<file path="config.mk">
export PLATFORM = sky130hd
export DESIGN_NAME = ahb_apb_bridge
export DESIGN_NICKNAME = d
export VERILOG_FILES = /design/src/rtl/ahb_apb_bridge.sv
export SDC_FILE = /design/constraint.sdc
export NUM_CORES = 1
export LEC_CHECK = 0
export CAP_MARGIN = 40
export CORE_AREA = 2 2 122 124
export CTS_CLUSTER_DIAMETER = 200
export DETAILED_ROUTE_END_ITERATION = 6
export DIE_AREA = 0 0 124 126
export SLEW_MARGIN = 20
export SYNTH_ARGS = -nofsm -noshare
export SYNTH_HDL_FRONTEND = slang
export SYNTH_SLANG_ARGS = --single-unit
</file>
<file path="constraint.sdc">
create_clock -name HCLK -period 2 [get_ports HCLK]
set_input_delay 0.4 -clock HCLK [delete_from_list [all_inputs] [get_ports HCLK]]
set_output_delay 0.4 -clock HCLK [all_outputs]
set_load 0.01 [all_outputs]
</file>
<file path="src/rtl/ahb_apb_bridge.sv">
// ahb_apb_bridge: single-clock AHB-to-APB bridge with one-hot slave select.
// Define AHB2APB_PSLVERR_EN to turn PSLVERR and unmapped slaves into a two-cycle AHB ERROR.
module ahb_apb_bridge #(
  parameter int ADDR_WIDTH     = 32,
  parameter int DATA_WIDTH     = 32,
  parameter int SLAVES_NUM     = 4,
  parameter int SLAVE_ADDR_LSB = 12
) (
  input  logic                             HCLK,
  input  logic                             HRESET,
  input  logic                             HSEL,
  input  logic [ADDR_WIDTH-1:0]            HADDR,
  input  logic [1:0]                       HTRANS,
  input  logic                             HWRITE,
  input  logic                             HREADY,
  input  logic [DATA_WIDTH-1:0]            HWDATA,
  output logic                             HREADYOUT,
  output logic                             HRESP,
  output logic [DATA_WIDTH-1:0]            HRDATA,
  output logic [ADDR_WIDTH-1:0]            PADDR,
  output logic [SLAVES_NUM-1:0]            PSEL,
  output logic                             PENABLE,
  output logic                             PWRITE,
  output logic [DATA_WIDTH-1:0]            PWDATA,
  input  logic [SLAVES_NUM*DATA_WIDTH-1:0] PRDATA,
  input  logic [SLAVES_NUM-1:0]            PREADY,
  input  logic [SLAVES_NUM-1:0]            PSLVERR
);
  localparam int SIDX_W = SLAVES_NUM > 1 ? $clog2(SLAVES_NUM) : 1;
  typedef enum logic [2:0] {IDLE, SETUP, ACCESS, ERR1, ERR2} state_t;
  state_t state, state_nx;
  logic [SIDX_W-1:0] idx;
  logic valid, rdy, err, accept, unused_ok;
  assign valid = 32'(idx) < SLAVES_NUM;
  assign rdy = valid ? PREADY[idx] : 1'b1;
`ifdef AHB2APB_PSLVERR_EN
  assign err = !valid || PSLVERR[idx];
`else
  assign err = 1'b0;
`endif
  assign unused_ok = ^{HTRANS[0], PSLVERR};
  // A new transfer may overlap the completing ACCESS cycle so back-to-back accesses skip IDLE.
  assign accept = HSEL && HREADY && HTRANS[1] &&
                  (state == IDLE || state == ERR2 || (state == ACCESS && rdy && !err));
  always_comb begin
    state_nx = state;
    case (state)
      IDLE, ERR2: state_nx = accept ? SETUP : IDLE;
      SETUP:      state_nx = ACCESS;
      ACCESS:     state_nx = !rdy ? ACCESS : err ? ERR1 : accept ? SETUP : IDLE;
      ERR1:       state_nx = ERR2;
      default:    state_nx = IDLE;
    endcase
  end
  always_ff @(posedge HCLK or posedge HRESET)
    if (HRESET) begin
      state  <= IDLE;
      idx    <= '0;
      PADDR  <= '0;
      PWRITE <= 1'b0;
    end else begin
      state <= state_nx;
      if (accept) begin
        PADDR  <= HADDR;
        PWRITE <= HWRITE;
        idx    <= HADDR[SLAVE_ADDR_LSB +: SIDX_W];
      end
    end
  // The erroring ACCESS cycle keeps HREADYOUT low so ERROR spans ERR1 (wait) and ERR2 (done).
  assign PSEL      = (state == SETUP || state == ACCESS) && valid ? SLAVES_NUM'(1) << idx : '0;
  assign PENABLE   = state == ACCESS;
  assign HREADYOUT = state == SETUP || state == ERR1 ? 1'b0 : state == ACCESS ? rdy && !err : 1'b1;
  assign HRESP     = state == ERR1 || state == ERR2;
  assign HRDATA    = state == ACCESS && valid ? PRDATA[int'(idx)*DATA_WIDTH +: DATA_WIDTH] : '0;
  assign PWDATA    = HWDATA;
endmodule

</file>
# After elaboration in Yosys (flattened, before gate mapping)
# Cells that the tools add are included.
# classes
n_lt_le_gt_ge	1
n_eq_ne	4
n_shift	2
n_mux	9
reduce_logical	11
# op_table
op	count
$shiftx A128 B8 Y32	1
$mux W32	1
$pmux W3 S4	1
$eq A3 B2 Y1 const B	2
$logic_or A1 B1 Y1	5
$logic_and A1 B1 Y1	4
$mux W1	4
$mux W4	1
$shl A1 B2 Y4 const A	1
$eq A3 B1 Y1 const B	1
$eq A3 B3 Y1 const B	1
$logic_not A3 Y1	1
$lt A2 B3 Y1 const B	1
$bmux W1 S2	1
$mux W2	1
$reduce_or A2 Y1	1
# totals
ff_bits	38
input_bits	207
out_inout_bits	104
wordCells	31

# Longest topological paths before layout
# depth
ltp_word	8
ltp_mapped	5
ltp_nobuf	4

# Worst setup path after synthesis
# No wires, ideal clock.
# synth_timing
path_type	register to output
from	register, netlist name PADDR[12]
to	output port HRDATA[10]
arrival_time_ps	1722
t_required_ps	1600
setup_slack_ps	-122
path_stages_with_launch	5
path_buffers	2
path_cell_list	dfrtp_1 buf_2 buf_2 mux4_2 and2_1
# synth_lines
item	line	text
to (decl)	19	output logic [DATA_WIDTH-1:0] HRDATA,

==> qor.txt <==
Status: finished, violations left
Violated checks: setup timing
Required time of the critical path: 1.60 ns
First-pass GRT wire length: 16.42 mm
Area growth, synth to finish: 113.2%
Clock-pin slew on the worst setup and hold paths: 0.06 ns
Worst r2r dst: PADDR[9]
Leading post-synthesis cells by cell area: dfrtp_1 (32%), mux4_2 (27%), mux2_4 (16%)
Htree depth: 2
Share of post-route cells with drive strength above 1: 42.70%
Clock sinks: 36
Via count of the first global-routing pass: 2984
Worst IR Drop VDD: 0.4665 mV
Max Transition Viols Final: 0
Critical Path AT: 1.85 ns
Tightest Pin Transition: 0.4476 ns
Post-route cell area: 5926 um^2
Ports: 311
Cell Pwr Density: 803.0 nW/um^2
Hold Path Class: reg2reg
Total leakage power: 0.002452 uW
IO Port Bufs: 241
Slew Limit Headroom: 70.16%
Period utilization: 112.5%
Final setup fails: 67
Layout fillers: 1358
Startpoint Class: flip-flop
DR vias: 2631
Synth cell types: 25
Starting density of the core: 19.41%
CTS buffer count: 5
Pin count of the biggest net entering global routing: 37
CP Capture Type: output pin
Drt wl/cell: 18.31 um
Diode count: 0
Placed Area: 5333 um^2
Fmax: 444.5 MHz
Share of the yosys chip area belonging to registers: 32.42%
WL final: 11.52 mm
Yosys reg bits: 36
Synthesized area: 2779 um^2
Root buffer cell: clkbuf_16
Max Clock Skew: 0.003421 ns
Final min period: 2.250 ns
Clk_lat worst skew: 0.27 ns
Max-cap violations: 0
Crit Reg-Reg Startpoint: PADDR[12]
Max FO, Critical Path: 7
Die height: 126 um
Overflow after GRT: 0
CTS tree: done
RSZ-0062 raised after global routing: true
FF-to-FF path depth: 9
Routed Antenna Nets: 0
CTS max path bufs: 2
Die width: 124 um
Critical path startpoint: PADDR[12]
Share of the synthesized area in the top cell type: 32.42%
Cells after Synth: 201
Vias per inst: 4.183
Worst reg2reg setup slack: -0.23 ns
All-layer global routing usage: 13.95%
Critical path capture point: HREADYOUT
Die Area: 15620 um^2
DP HPWL: 9.315 mm
Syn Area/Cell: 13.83 um^2
DRT Pass-1 Iters: 4
Synth area leader: dfrtp_1
Fin nets: 651
Site Rows: 44
Syn_nets: 408
DRC: 0
Synth Warn #: 0
Worst setup margin: -0.2496 ns
Core area: 14310 um^2
Initial antenna violation count: 0
Setup CP Type: reg2out
Routability cong.: 0.9362
Setup TNS Final: -12.12 ns
Endpoints failing hold: 0
DR iter-0 viols: 68
==> layout by cell type, fill, tap and decap left out, types with 2 or more instances in the layout <==
cell	instances
nor2_1	2
mux4_2	33
buf_6	42
dfrtp_2	2
and2_1	3
buf_4	13
dfrtp_1	34
buf_12	12
buf_2	5
nor2_2	2
and2_4	29
nand2b_1	3
mux2_2	4
buf_8	2
buf_16	3
inv_1	2
dlygate4sd2_1	3
clkdlybuf4s50_1	201
clkbuf_16	5
mux2_4	29
clkinv_2	2
==> worst min path at each step <==
| stage | depth (start not counted) | start | slack, ns | endpoint |
|---|---|---|---|---|
| 2_1_floorplan | 1 | state[2] | 0.49 | state[1] |
| 4_1_cts | 1 | PADDR[7] | 0.51 | PADDR[7] |
| 5_1_grt | 1 | PADDR[7] | 0.53 | PADDR[7] |
| 3_3_place_gp | 1 | PADDR[21] | 0.49 | PADDR[21] |
| 6_report | 1 | PADDR[5] | 0.51 | PADDR[5] |
| 3_5_place_dp | 1 | PADDR[5] | 0.49 | PADDR[5] |
==> state kept, by name, summed over array words and instances, names as in the netlist <==
name / flops
PADDR: 32
PWRITE: 1
state: 3
==> area by class of cell <==
| cell class | instances | area, um^2 | area share, % |
|---|---|---|---|
| clock buffers | 5 | 125.1 | 2.111 |
| clock inverters | 3 | 18.77 | 0.3167 |
| inverters | 2 | 7.507 | 0.1267 |
| multi-input cells | 117 | 1649 | 27.83 |
| flip-flops and latches | 36 | 903.4 | 15.24 |
| well taps | 184 | 230.2 | 3.885 |
| repair buffers | 282 | 2992 | 50.49 |
==> layer usage <==
metal | global-route usage, % | part of all wire, % | up-vias
met1 | 15.45 | 35 | 1273
li1 | - | - | 1191
met5 | 0 | 0 | -
met4 | 2.512 | 0.68 | 0
met2 | 26.57 | 54 | 161
met3 | 3.623 | 10 | 6
==> cell usage after synthesis <==
| master | number |
|---|---|
| buf_6 | 3 |
| buf_1 | 1 |
| dfrtp_1 | 36 |
| nand2b_1 | 3 |
| a21o_1 | 1 |
| nor2_4 | 1 |
| inv_1 | 2 |
| and3_1 | 1 |
| nor3b_1 | 1 |
| nor3b_2 | 1 |
| mux2_2 | 4 |
| mux2_4 | 29 |
| nor2_1 | 4 |
| o21a_1 | 1 |
| a21oi_1 | 1 |
| mux4_2 | 33 |
| buf_2 | 4 |
| clkbuf_1 | 6 |
| o31a_1 | 1 |
| a21oi_2 | 1 |
| nand3_1 | 1 |
| and3b_1 | 1 |
| and2_1 | 32 |
| buf_4 | 32 |
| nand2_1 | 1 |
==> power breakdown <==
part / internal (uW) / leakage [uW] / switching (uW)
registers: 940 / 0.000430 / 134
logic: 2000 / 0.00195 / 932
clock network: 458 / 0.0000736 / 290
==> worst max-delay path: stages (launching register included) <==
cell	delay (ns)
dfrtp_2	0.37
buf_12	0.15
buf_6	0.11
mux4_2	0.54
o31a_1	0.28
buf_6	0.13
==> timing repair <==
action,4_1_cts,5_1_grt
hold buffers,0,0
hold endpoints to repair,0,0
pin swaps,24,4
gates resized for setup,185,54
setup buffers,15,5
setup endpoints to repair,72,71
gates cloned,5,0
==> cell families (layout without fill, tap and decap cells) <==
family	count (synthesis)	count (layout)	share of synthesized area, %
flip-flops	36	36	32.42
multiplexers	66	66	44.03
AO/OA/AOI/OAI	5	5	1.351
buffers and inverters	48	292	11.80
AND/OR/NAND/NOR	46	46	10.40
==> through the flow <==
step / setup WS, ns / std cells / hold slack [ns] / power, uW / util [%]
after floorplan: -0.008490 / 201 / 0.4895 / 2315 / -
after global placement: -0.5753 / 598 / 0.4914 / 3499 / 37.26
after detailed placement: -0.5594 / 598 / 0.4942 / 3514 / 37.26
after CTS: -0.2960 / 626 / 0.5090 / 4745 / 40.14
after global routing: -0.3074 / 629 / 0.5274 / 5049 / 41.40
final: -0.2496 / 629 / 0.5056 / 4758 / 41.40
(Power assumes the default switching activity.)
